--- config.mk ---
export PLATFORM = sky130hd
export DESIGN_NAME = merge_avlstrm
export DESIGN_NICKNAME = d
export VERILOG_FILES = /design/src/rtl/merge_avlstrm_pkg.sv /design/src/rtl/merge_avlstrm_stats_cnt.sv /design/src/rtl/merge_avlstrm.sv
export SDC_FILE = /design/constraint.sdc
export NUM_CORES = 1
export LEC_CHECK = 0
export CAP_MARGIN = 20
export CORE_AREA = 8 8 697 699
export CTS_CLUSTER_SIZE = 8
export DETAILED_ROUTE_END_ITERATION = 12
export DIE_AREA = 0 0 705 707
export SKIP_LAST_GASP = 1
export SYNTH_ARGS = -nofsm -noshare
export SYNTH_HDL_FRONTEND = slang
export SYNTH_SLANG_ARGS = --single-unit
--- constraint.sdc ---
create_clock -name Clk -period 4.1 [get_ports Clk]
set_input_delay 0.82 -clock Clk [delete_from_list [all_inputs] [get_ports Clk]]
set_output_delay 0.82 -clock Clk [all_outputs]
set_load 0.1 [all_outputs]
--- src/rtl/merge_avlstrm_pkg.sv ---
// Shared definitions for the packet-atomic 2:1 Avalon-ST merge.
//   AVL_DW / AVL_EW : default data and empty widths of the stream.
//   merge_state_t   : packet-lock state of the merge arbiter.
package merge_avlstrm_pkg;

    localparam int AVL_DW = 512;
    localparam int AVL_EW = 6;

    typedef enum logic [1:0] {
        IDLE  = 2'd0,
        LOCK0 = 2'd1,
        LOCK1 = 2'd2
    } merge_state_t;

endpackage

--- src/rtl/merge_avlstrm_stats_cnt.sv ---
// Per-port packet statistics: two free-running 32-bit counters that wrap.
//   Clk, Rst_n   : clock, asynchronous active-low reset
//   beat_i       : a beat transferred on the observed port this cycle
//   sop_i, eop_i : framing of that beat
//   pkt_cnt_o    : number of transferred eop beats
//   sop_cnt_o    : number of transferred sop beats
module stats_cnt
    import merge_avlstrm_pkg::*;
(
    input  logic        Clk,
    input  logic        Rst_n,
    input  logic        beat_i,
    input  logic        sop_i,
    input  logic        eop_i,
    output logic [31:0] pkt_cnt_o,
    output logic [31:0] sop_cnt_o
);

    logic [31:0] pkt_q, pkt_d;
    logic [31:0] sop_q, sop_d;

    always_comb begin
        pkt_d = pkt_q;
        sop_d = sop_q;
        if (beat_i && eop_i) pkt_d = pkt_q + 32'd1;
        if (beat_i && sop_i) sop_d = sop_q + 32'd1;
    end

    always_ff @(posedge Clk or negedge Rst_n) begin
        if (!Rst_n) begin
            pkt_q <= '0;
            sop_q <= '0;
        end else begin
            pkt_q <= pkt_d;
            sop_q <= sop_d;
        end
    end

    assign pkt_cnt_o = pkt_q;
    assign sop_cnt_o = sop_q;

endmodule

--- src/rtl/merge_avlstrm.sv ---
// Packet-atomic 2:1 merge of two Avalon-ST streams onto one output.
// Packets are arbitrated round-robin; once a sop is taken from an input the
// other input stalls until that packet's eop. One registered output stage.
//   Clk, Rst_n             : clock, asynchronous active-low reset
//   in0_* / in1_*          : upstream streams (valid/data/empty/channel/sop/eop
//                            in, ready/almost_full out)
//   out_*                  : merged downstream stream (ready/almost_full in)
//   stats_in_pkt0/1, stats_out_pkt        : eop beats accepted per port
//   stats_in_pkt0_s/1_s, stats_out_pkt_s  : sop beats accepted per port
//   stats_orphan           : non-sop beats dropped while no packet is locked
module merge_avlstrm
    import merge_avlstrm_pkg::*;
#(
    parameter int DW          = AVL_DW,
    parameter int EW          = AVL_EW,
    parameter int CW          = 1,
    parameter int TAG_CHANNEL = 1
) (
    input  logic          Clk,
    input  logic          Rst_n,
    input  logic          in0_valid_i,
    output logic          in0_ready_o,
    input  logic [DW-1:0] in0_data_i,
    input  logic [EW-1:0] in0_empty_i,
    input  logic [CW-1:0] in0_channel_i,
    input  logic          in0_sop_i,
    input  logic          in0_eop_i,
    output logic          in0_almost_full_o,
    input  logic          in1_valid_i,
    output logic          in1_ready_o,
    input  logic [DW-1:0] in1_data_i,
    input  logic [EW-1:0] in1_empty_i,
    input  logic [CW-1:0] in1_channel_i,
    input  logic          in1_sop_i,
    input  logic          in1_eop_i,
    output logic          in1_almost_full_o,
    output logic          out_valid_o,
    input  logic          out_ready_i,
    output logic [DW-1:0] out_data_o,
    output logic [EW-1:0] out_empty_o,
    output logic [CW-1:0] out_channel_o,
    output logic          out_sop_o,
    output logic          out_eop_o,
    input  logic          out_almost_full_i,
    output logic [31:0]   stats_in_pkt0,
    output logic [31:0]   stats_in_pkt1,
    output logic [31:0]   stats_out_pkt,
    output logic [31:0]   stats_in_pkt0_s,
    output logic [31:0]   stats_in_pkt1_s,
    output logic [31:0]   stats_out_pkt_s,
    output logic [31:0]   stats_orphan
);

    merge_state_t  state_q, state_d;
    logic          ptr_q, ptr_d;
    logic          grant;
    logic          load, acc, fwd, orphan, locked;
    logic          sel_valid, sel_sop, sel_eop;
    logic [DW-1:0] sel_data;
    logic [EW-1:0] sel_empty;
    logic [CW-1:0] sel_channel, out_channel_d;

    logic          out_valid_q;
    logic [DW-1:0] out_data_q;
    logic [EW-1:0] out_empty_q;
    logic [CW-1:0] out_channel_q;
    logic          out_sop_q, out_eop_q;
    logic [31:0]   orphan_q;

    assign locked = (state_q != IDLE);

    // Grant: fixed while locked; in IDLE prefer sop candidates, then orphans,
    // breaking ties with the round-robin pointer.
    always_comb begin
        grant = 1'b0;
        case (state_q)
            LOCK0: grant = 1'b0;
            LOCK1: grant = 1'b1;
            default: begin
                if (in0_valid_i && in0_sop_i && in1_valid_i && in1_sop_i) grant = ptr_q;
                else if (in0_valid_i && in0_sop_i)                         grant = 1'b0;
                else if (in1_valid_i && in1_sop_i)                         grant = 1'b1;
                else if (in0_valid_i && in1_valid_i)                       grant = ptr_q;
                else if (in1_valid_i)                                      grant = 1'b1;
                else                                                       grant = 1'b0;
            end
        endcase
    end

    assign load        = !out_valid_q || out_ready_i;
    assign in0_ready_o = load && !grant;
    assign in1_ready_o = load && grant;

    assign in0_almost_full_o = out_almost_full_i;
    assign in1_almost_full_o = out_almost_full_i;

    assign sel_valid   = grant ? in1_valid_i   : in0_valid_i;
    assign sel_data    = grant ? in1_data_i    : in0_data_i;
    assign sel_empty   = grant ? in1_empty_i   : in0_empty_i;
    assign sel_channel = grant ? in1_channel_i : in0_channel_i;
    assign sel_sop     = grant ? in1_sop_i     : in0_sop_i;
    assign sel_eop     = grant ? in1_eop_i     : in0_eop_i;

    assign out_channel_d = (TAG_CHANNEL != 0) ? CW'(grant) : sel_channel;

    // A beat is forwarded when locked or when it opens a packet; a non-sop
    // beat taken while unlocked is consumed and dropped.
    assign acc    = load && sel_valid;
    assign fwd    = acc && (locked || sel_sop);
    assign orphan = acc && !locked && !sel_sop;

    always_comb begin
        state_d = state_q;
        ptr_d   = ptr_q;
        if (fwd) begin
            if (sel_eop) begin
                state_d = IDLE;
                ptr_d   = !grant;
            end else begin
                state_d = grant ? LOCK1 : LOCK0;
            end
        end
    end

    always_ff @(posedge Clk or negedge Rst_n) begin
        if (!Rst_n) begin
            state_q <= IDLE;
            ptr_q   <= 1'b0;
        end else begin
            state_q <= state_d;
            ptr_q   <= ptr_d;
        end
    end

    always_ff @(posedge Clk or negedge Rst_n) begin
        if (!Rst_n) begin
            out_valid_q   <= 1'b0;
            out_data_q    <= '0;
            out_empty_q   <= '0;
            out_channel_q <= '0;
            out_sop_q     <= 1'b0;
            out_eop_q     <= 1'b0;
        end else if (load) begin
            out_valid_q <= fwd;
            if (fwd) begin
                out_data_q    <= sel_data;
                out_empty_q   <= sel_empty;
                out_channel_q <= out_channel_d;
                out_sop_q     <= sel_sop;
                out_eop_q     <= sel_eop;
            end
        end
    end

    always_ff @(posedge Clk or negedge Rst_n) begin
        if (!Rst_n) orphan_q <= '0;
        else if (orphan) orphan_q <= orphan_q + 32'd1;
    end

    assign out_valid_o   = out_valid_q;
    assign out_data_o    = out_data_q;
    assign out_empty_o   = out_empty_q;
    assign out_channel_o = out_channel_q;
    assign out_sop_o     = out_sop_q;
    assign out_eop_o     = out_eop_q;
    assign stats_orphan  = orphan_q;

    stats_cnt u_stats_in0 (
        .Clk       (Clk),
        .Rst_n     (Rst_n),
        .beat_i    (fwd && !grant),
        .sop_i     (sel_sop),
        .eop_i     (sel_eop),
        .pkt_cnt_o (stats_in_pkt0),
        .sop_cnt_o (stats_in_pkt0_s)
    );

    stats_cnt u_stats_in1 (
        .Clk       (Clk),
        .Rst_n     (Rst_n),
        .beat_i    (fwd && grant),
        .sop_i     (sel_sop),
        .eop_i     (sel_eop),
        .pkt_cnt_o (stats_in_pkt1),
        .sop_cnt_o (stats_in_pkt1_s)
    );

    stats_cnt u_stats_out (
        .Clk       (Clk),
        .Rst_n     (Rst_n),
        .beat_i    (out_valid_q && out_ready_i),
        .sop_i     (out_sop_q),
        .eop_i     (out_eop_q),
        .pkt_cnt_o (stats_out_pkt),
        .sop_cnt_o (stats_out_pkt_s)
    );

endmodule

## Word-level counts from Yosys, hierarchy flattened

Cells that the tools add are included.

| storage, ports and cells | value |
|---|---|
| flip-flop bits (word level) | 749 |
| latch bits | 0 |
| RAM bits | 0 |
| memory bits (read-only) | 0 |
| output and inout bits | 750 |
| memories kept | 0 |

| cells by class | value |
|---|---|
| $add $sub $neg | 7 |
| $mul | 0 |
| div/mod/pow operators | 0 |
| magnitude comparators | 0 |
| eq/ne operators | 2 |
| shift operators | 0 |
| multiplexer cells | 13 |
| bitwise logic cells | 0 |
| reductions and logical operators | 29 |

Operators with widths:

| cell | count |
|---|---|
| $mux W512 | 1 |
| $add A32 B1 Y32 const B | 7 |
| $logic_and A1 B1 Y1 | 20 |
| $mux W1 | 8 |
| $mux W6 | 1 |
| $logic_not A1 Y1 | 4 |
| $mux W2 | 2 |
| $reduce_and A2 Y1 | 2 |
| $eq A2 B1 Y1 const B | 1 |
| $eq A2 B2 Y1 const B | 1 |
| $logic_or A1 B1 Y1 | 2 |
| $pmux W1 S2 | 1 |
| $reduce_bool A2 Y1 | 1 |

## Depth between registers and ports, before layout

Gate-level depths: netlist (run 1).

| depth | value |
|---|---|
| depth in word-level cells | 11 |
| gate-level depth with buffers | 11 |
| mapped depth without buffers | 7 |

## Hierarchy

Synthesis (run 1) repeated with hierarchy kept, for this count alone.

| unflattened totals | value |
|---|---|
| cell total of the unflattened synthesis | 3,744 |
| area, all modules | 33,636.0 sq um |

Modules (own cells, without submodules):

| module | times used | cells each | area each (sq um) | sequential area each (sq um) |
|---|---|---|---|---|
| merge_avlstrm | 1 | 3,006 | 25,011.5 | 13,938.4 |
| stats_cnt (u_stats_in1 ...) | 2 | 241 | 2,830.2 | 1,601.5 |
| stats_cnt (u_stats_in0) | 1 | 256 | 2,964.1 | 1,601.5 |

## Worst setup path before layout (run 1)

OpenSTA, ideal clock, no wires.

| timing path | value |
|---|---|
| path kind | input-to-output |
| start point | input port in1_sop_i |
| end point | output port in1_ready_o |
| arrival time | 2.969 ns |
| data required time | 3.280 ns |
| slack | 0.311 ns |
| stages on the path | 6 |
| path buffers | 3 |
| cell sequence | nor2b_1 o311ai_1 buf_2 buf_2 buf_2 nor2_1 |

| on the way | value |
|---|---|
| longest elaborated chain between the ends | 6 |
| elaborated cells on any way between the ends | 7 |
| classes of those cells | mux: 4; reduce/logical: 3 |

RTL lines:

| element | line | source |
|---|---|---|
| start, declared | merge_avlstrm.sv:34 | `input logic in1_sop_i,` |
| $logic_and A1 B1 Y1 | merge_avlstrm.sv:82 | `else if (in1_valid_i && in1_sop_i) grant = 1'b1;` |
| $mux W1 | merge_avlstrm.sv:82 |  |
| $mux W1 | merge_avlstrm.sv:81 | `else if (in0_valid_i && in0_sop_i) grant = 1'b0;` |
| $mux W1 * | merge_avlstrm.sv:80 | `if (in0_valid_i && in0_sop_i && in1_valid_i && in1_sop_i) grant = ptr_q;` |
| $pmux W1 S2 * | merge_avlstrm.sv:76 | `case (state_q)` |
| $logic_and A1 B1 Y1 * | merge_avlstrm.sv:92 | `assign in1_ready_o = load && grant;` |
| end, declared | merge_avlstrm.sv:30 | `output logic in1_ready_o,` |

Mark *: on every way between the ends. The rest lies on a longest branch, timed or not.

## Final worst setup path (run 1)

| timing path | value |
|---|---|
| start point | register state_q[0] |
| end point | output port in0_ready_o |

| on the way | value |
|---|---|
| longest elaborated chain between the ends | 4 |
| elaborated cells on any way between the ends | 5 |
| classes of those cells | eq/ne: 2; mux: 1; reduce/logical: 2 |

RTL lines:

| element | line | source |
|---|---|---|
| start, declared | merge_avlstrm.sv:54 | `merge_state_t state_q, state_d;` |
| start signal, assigned | merge_avlstrm.sv:130 | `state_q <= state_d;` |
| $eq A2 B2 Y1 or $eq A2 B1 Y1 (tied branches) | merge_avlstrm.sv:76 |  |
| $pmux W1 S2 * | merge_avlstrm.sv:76 |  |
| $logic_not A1 Y1 * | merge_avlstrm.sv:91 | `assign in0_ready_o = load && !grant;` |
| $logic_and A1 B1 Y1 * | merge_avlstrm.sv:91 |  |
| end, declared | merge_avlstrm.sv:22 | `output logic in0_ready_o,` |

Marked as above.

==> results by group, run 1 <==
STA
  – Fin crit period: 3.766 ns
  – Rel. slew slack: 0.1924
  – Slew @ Worst Pin: 1.208 ns
  – Crit share post-route: 0.9185
  – RSZ-0062 raised after global routing: false
  – Fmax: approximately 270 MHz
  – Setup WS post-layout: about 0.33 ns
  – Endpoints failing setup: 0
  – Fin Clk Skew: 0.1043 ns
  – Worst hold slack: 0.4700 ns
  – Max Slew Vio Count: 0
  – Final Hold Vio Count: 0
  – Final setup TNS: 0 ns

Synth
  – Mapped Area: 34170 um2
  – Yosys top cell area share: 0.5485
  – Seq/Total Area, Yosys: 0.5485
  – Yosys top cell by area: dfrtp_1
  – YS warnings: 0
  – Ys flop type: dfrtp_1
  – Syn Nets: between 4000 and 5000
  – Mapped Cells: between 3000 and 4000
  – Ys async rst share: 1.000
  – Synth Area per Inst: 10.68 um2
  – EDFF count, synth: 0
  – Netlist cell types: 50
  – Post-synthesis register bit count: 749
  – Top cells by area, synth: dfrtp_1, mux2i_1, nand2_1, o21ai_0, xnor2_1

Die
  – Initial Utilization: 0.07211
  – # rows: 253
  – Die area: 498400 um2
  – Core ar.: 473900 um2
  – Ports: roughly 1800
  – Die W: 705 um
  – Die span in y: just over 700 um

Clocking
  – Post_cts resized: 0
  – Clock Pin Slew Worst Setup and Hold Paths: 0.05 ns
  – CTS tree: built
  – Clock Sink Count: ~750
  – Root Driver: clkbuf_16
  – CTS Buf Count: 113
  – Worst-Skew Late Latency: 0.87 ns
  – Clock Tree Buf Depth: 4
  – Postcts setup bufs: 0
  – Hold_buf cts: 1
  – Htree depth: 3

GRT
  – GRT Util Overall: 0.1452
  – Global-route wire length before repair: 452800 um
  – Grt ovf: 0
  – Initial antenna violation count: about 270
  – Largest net degree at the start of global routing: about 110
  – Vias in the first global route: between 30000 and 40000

Setup path
  – Crit-path leading delay family: adder cells
  – Max Fanout on Critical Path: 10
  – Startpoint types: register
  – Crit path required time: 3.28 ns
  – Crit Path Category: reg2out
  – Critical path capture point type: output pin
  – Slowest stage cell on the critical path: ha_1
  – Worst path buffer plus inverter count: 2
  – Crit-path max cell delay: 0.44 ns
  – Worst path arrival time: approximately 3 ns
  – CP cell instances: inv_1 -> ha_1 -> mux2_1 -> o311a_1 -> nor2_1 -> buf_12

Power and ir drop
  – Maximum VDD drop: 689.5 uV
  – PD cells: between 1000 and 1500 nW/um2
  – Leak: 26.57 nW

Finish
  – FF/Latch Area: around 19000 um2
  – Layout cells sized above 1: 0.1315
  – Layout area overhead: 82.33%
  – Nets: ~6100
  – Final Util: 0.1315
  – Layout Cells excl Fill: about 11000
  – Multi-input gate area: 14350 um2
  – Filler cell count: 53830

Placement
  – Port bufs: 1792
  – DP Worst Slack: 0.2194 ns
  – Post-DP HPWL: 345700 um
  – Final GP Congestion: 0.9356
  – Dpl cells: around 11000

Drt
  – Via count: 33960
  – Drt pass-1 iters: 5
  – First DRT Iteration DRCs: 2501
  – Routed WL per cell: 33.41 um
  – Routed Antenna Nets: 0
  – WL final: roughly 380000 um
  – Number of remaining DRC errors: 0
  – Via/cell ratio: 2.993

Run
  – Max-capacitance violation count: 0

Status
  – Status: finished, final reports clean

Worst hold path
  – Hold Path Class: reg2reg
[worst paths after layout]
kind | to | cells past startpoint | slack (ns) | startpoint
worst max-delay path | in0_ready_o | 6 | 0.33 | state_q[0]$_DFFE_PN0N_
worst min-delay path | out_data_o[195]$_DFFE_PN0P_ | 2 | 0.47 | out_data_o[195]$_DFFE_PN0P_
worst max register to register | out_data_o[220]$_DFFE_PN0P_ | 9 | 0.95 | state_q[0]$_DFFE_PN0N_
worst min register to register | out_data_o[195]$_DFFE_PN0P_ | 2 | 0.47 | out_data_o[195]$_DFFE_PN0P_
max in group asynchronous | out_data_o[498]$_DFFE_PN0P_ | 3 | 2.24 | Rst_n
min in group asynchronous | u_stats_in0.sop_cnt_o[19]$_DFFE_PN0P_ | 2 | 0.57 | Rst_n
[power by group]
| part | switching, W | internal, W | leakage (nW) |
|---|---|---|---|
| Sequential | 0.00179 | 0.0102 | 9.47 |
| Combinational | 0.0352 | 0.00840 | 15.6 |
| Clock | 0.00377 | 0.00519 | 1.54 |
[final cells by class]
type / count / share of cell area
sequential: 749 / 0.3008
timing repair buffer: 1919 / 0.2899
clock buffer: 123 / 0.04679
tap: 6247 / 0.1255
clock inverter: 12 / 0.003675
antenna: 43 / 0.001727
inverter: 21 / 0.001265
multi-input combinational: 2234 / 0.2303
[sequential cells by signal (all words and copies together) (netlist names)]
signal / count
out_data_o: 512
stats_orphan: 32
u_stats_in0.pkt_cnt_o: 32
u_stats_in0.sop_cnt_o: 32
u_stats_in1.pkt_cnt_o: 32
u_stats_in1.sop_cnt_o: 32
u_stats_out.pkt_cnt_o: 32
u_stats_out.sop_cnt_o: 32
out_empty_o: 6
state_q: 2
out_channel_o: 1
out_eop_o: 1
out_sop_o: 1
out_valid_o: 1
ptr_q: 1
[per-stage QoR]
| step | cell area [um2] | power [W] |
|---|---|---|
| after floorplan | 34170 | 0.03917 |
| after global placement | 59000 | 0.05665 |
| after detailed placement | 59040 | 0.05688 |
| after CTS | 62200 | 0.06617 |
| after global routing | 62250 | 0.06742 |
| final | 62300 | 0.06460 |
[layout by cell type (no fill, tap or decap), types with 4 or more instances in the layout]
master	n
clkbuf_8	5
nand2b_1	8
inv_1	21
ha_1	9
o21ai_0	363
clkdlybuf4s50_1	1406
mux2i_1	519
nand2_1	597
nor3_2	8
clkbuf_1	5
xor2_1	62
nor4_2	7
and4_1	16
buf_2	165
o21ai_1	158
bufinv_16	4
nor3_1	37
nand4_1	61
mux2_2	4
nor4_1	18
nand3_1	104
diode_2	43
clkbuf_2	8
buf_4	293
dfrtp_1	749
and3_1	40
nor2_1	27
and2_1	9
xnor2_1	155
buf_12	45
or3_1	4
clkbuf_16	113
[cell families (layout without fill, tap and decap cells)]
group,after synthesis,after routing,share of synthesized area
AO/OA/AOI/OAI,537,537,0.08052
buffers and inverters,218,2075,0.03244
adder cells (fa/ha/maj),9,9,0.003295
XOR/XNOR,217,217,0.05562
AND/OR/NAND/NOR,947,947,0.1260
other,0,43,0
multiplexers,524,524,0.1537
flip-flops,749,749,0.5485
[Yosys cell counts, types with 2 or more instances]
cell type	count
dfrtp_1	749
nand2_1	597
mux2i_1	519
o21ai_0	363
o21ai_1	158
xnor2_1	155
nand3_1	104
buf_2	85
clkbuf_1	63
xor2_1	62
nand4_1	61
buf_4	47
and3_1	40
nor3_1	37
nor2_1	27
inv_1	21
nor4_1	20
and4_1	16
and2_1	9
ha_1	9
nand2b_1	8
nor3_2	8
nor4_2	5
mux2_2	4
or3_1	4
nor2b_1	2
nor3b_1	2
o2111ai_1	2
o31ai_1	2
or4_1	2
[worst min-delay path: cells and delay by family (launching register included)]
| kind | cells | cell delay [ns] |
|---|---|---|
| and+or+nand+nor | 1 | 0.04 |
| DFF | 1 | 0.34 |
| AOI/OAI and AO/OA | 1 | 0.05 |
[routing by layer]
layer / share of wire / up-vias / track usage
met4: 0.033 / 116 / 0.03580
li1: - / 14780 / -
met3: 0.14 / 642 / 0.09135
met5: 0.0020 / - / 0
met1: 0.34 / 16430 / 0.1476
met2: 0.48 / 1999 / 0.2497
Power figures use the tool's default switching activity.
==> run 2: changes to the inputs <==
Settings changed: CAP_MARGIN 20 to 10.
==> run 2 against run 1 <==
Maximum frequency shrank 1.4%. Sequential power is essentially flat. Non-clock buffer count shrank 2. Critical path depth is the same. Critical path type unchanged. Largest cell class unchanged.
==> results by group, run 2 (same netlist as run 1, synthesis figures left out) <==
Clocking
  – Clock Sink Count: 749 (unchanged)
  – Post_cts resized: 0 (unchanged)
  – Clock Tree Buf Depth: 4 (unchanged)
  – Hold_buf cts: 1 (unchanged)
  – Clock Pin Slew Worst Setup and Hold Paths: 0.05 ns (about the same)
  – Worst-Skew Late Latency: 0.90 ns (was 0.87 ns)
  – CTS tree: built (unchanged)
  – CTS Buf Count: 114 (was 113)
  – Htree depth: 3 (unchanged)
  – Root Driver: clkbuf_16 (unchanged)
  – Postcts setup bufs: 0 (unchanged)

Setup path
  – Crit Path Category: reg2out (unchanged)
  – R2r setup slk: 0.88 ns (was 0.95 ns)
  – Max Fanout on Critical Path: 10 (unchanged)
  – Startpoint types: register (unchanged)
  – Crit-path max cell delay: 0.45 ns (was 0.44 ns)
  – Worst path arrival time: 3.00 ns (was 2.95 ns)
  – Worst path buffer plus inverter count: 2 (unchanged)
  – Critical path capture point type: output pin (unchanged)
  – CP cell instances: inv_1 -> ha_1 -> mux2_1 -> o311a_1 -> nor2_1 -> buf_12 (unchanged)
  – Crit-path leading delay family: adder cells (unchanged)
  – Slowest stage cell on the critical path: ha_1 (unchanged)
  – Crit path required time: 3.28 ns (about the same)

GRT
  – Initial antenna violation count: 276 (was 269)
  – Global-route wire length before repair: 451100 um (was 452800 um)
  – GRT Util Overall: 0.1449 (was 0.1452)
  – Grt ovf: 0 (unchanged)
  – Vias in the first global route: 33020 (was 33080)
  – Largest net degree at the start of global routing: 105 (unchanged)

Drt
  – Via/cell ratio: 3.004 (was 2.993)
  – Routed WL per cell: 33.41 um (about the same)
  – WL final: 379400 um (was 379100 um)
  – Routed Antenna Nets: 0 (unchanged)
  – Via count: 34110 (was 33960)
  – First DRT Iteration DRCs: 2649 (was 2501)
  – Number of remaining DRC errors: 0 (unchanged)
  – Drt pass-1 iters: 5 (unchanged)

Power and ir drop
  – PD cells: 1039 nW/um2 (was 1037 nW/um2)
  – Maximum VDD drop: 697.1 uV (was 689.5 uV)
  – Leak: 26.56 nW (was 26.57 nW)

Die
  – Core ar.: 473900 um2 (unchanged)
  – Ports: 1798 (unchanged)
  – Initial Utilization: 0.07211 (unchanged)
  – # rows: 253 (unchanged)
  – Die W: 705 um (unchanged)
  – Die span in y: 707 um (unchanged)
  – Die area: 498400 um2 (unchanged)

STA
  – Fin Clk Skew: 0.1508 ns (was 0.1043 ns)
  – Max Slew Vio Count: 0 (unchanged)
  – Final setup TNS: 0 ns (unchanged)
  – RSZ-0062 raised after global routing: false (unchanged)
  – Endpoints failing setup: 0 (unchanged)
  – Crit share post-route: 0.9315 (was 0.9185)
  – Fmax: 261.8 MHz (was 265.5 MHz)
  – Final Hold Vio Count: 0 (unchanged)
  – Worst hold slack: 0.4743 ns (was 0.4700 ns)
  – Rel. slew slack: 0.1777 (was 0.1924)
  – Fin crit period: 3.819 ns (was 3.766 ns)
  – Slew @ Worst Pin: 1.230 ns (was 1.208 ns)

Placement
  – Dpl cells: 11170 (about the same)
  – DP Area: 59000 um2 (was 59040 um2)
  – Port bufs: 1792 (unchanged)
  – Final GP Congestion: 0.9356 (unchanged)
  – Post-DP HPWL: 345700 um (about the same)

Run
  – Max-capacitance violation count: 0 (unchanged)

Worst hold path
  – Hold Path Class: reg2reg (unchanged)

Finish
  – Nets: 6094 (was 6095)
  – Layout Cells excl Fill: 11360 (was 11350)
  – Final Util: 0.1315 (unchanged)
  – Layout area overhead: 82.33% (unchanged)
  – Filler cell count: 53730 (was 53830)
  – Leading cell type in the layout, fill and taps excluded: clkdlybuf4s50_1 (unchanged)
  – Max reg flops: 512 (unchanged)
  – Layout cells sized above 1: 0.1310 (was 0.1315)
  – Post-route cell area: 62300 um2 (unchanged)
  – Commonest non-fill, non-tap cells in the layout: clkdlybuf4s50_1, dfrtp_1, nand2_1 (unchanged)

Status
  – Status: finished, final reports clean (unchanged)
[run 2: tightest hold or removal path, delay by kind of cell (launching register included)]
kind            cells  cell delay (ns)
simple gates        1             0.05
flops               1             0.33
compound gates      1             0.06
[run 2: final timing paths]
kind                                              from  cells after the start                                     to
min in group asynchronous                        Rst_n                      2  u_stats_in0.sop_cnt_o[15]$_DFFE_PN0P_
min reg2reg                out_data_o[417]$_DFFE_PN0P_                      2            out_data_o[417]$_DFFE_PN0P_
min                        out_data_o[417]$_DFFE_PN0P_                      2            out_data_o[417]$_DFFE_PN0P_
max reg2reg                     state_q[0]$_DFFE_PN0N_                      9            out_data_o[180]$_DFFE_PN0P_
max                             state_q[0]$_DFFE_PN0N_                      6                            in0_ready_o
max in group asynchronous                        Rst_n                      3            out_data_o[478]$_DFFE_PN0P_
[run 2: cell type report]
type	instances	area, um2	share of cell area
timing repair buffer	1917	18020	0.2893
clock inverter	12	230.2	0.003695
multi-input combinational	2234	14350	0.2303
inverter	21	78.83	0.001265
antenna	48	120.1	0.001928
tap	6247	7816	0.1255
clock buffer	127	2942	0.04721
sequential	749	18740	0.3008
[run 2: per-stage QoR]
step / power, W / setup WS (ns)
after floorplan: 0.03917 / 0.3106
after global placement: 0.05665 / 0.2292
after detailed placement: 0.05682 / 0.2513
after CTS: 0.06617 / 0.1400
after global routing: 0.06740 / 0.08820
final: 0.06472 / 0.2808
[run 2: report_power, final]
group,internal [W],total [W],switching (W)
logic,0.00837,0.0437,0.0353
registers,0.0102,0.0120,0.00181
clock network,0.00527,0.00901,0.00373
total,0.0239,0.0647,0.0409
[run 2: routing by layer]
layer / up-vias / track usage / share of wire
met5: - / 0 / 0.0021
li1: 14790 / - / -
met1: 16430 / 0.1458 / 0.34
met3: 649 / 0.09233 / 0.15
met4: 114 / 0.04880 / 0.043
met2: 2130 / 0.2440 / 0.47
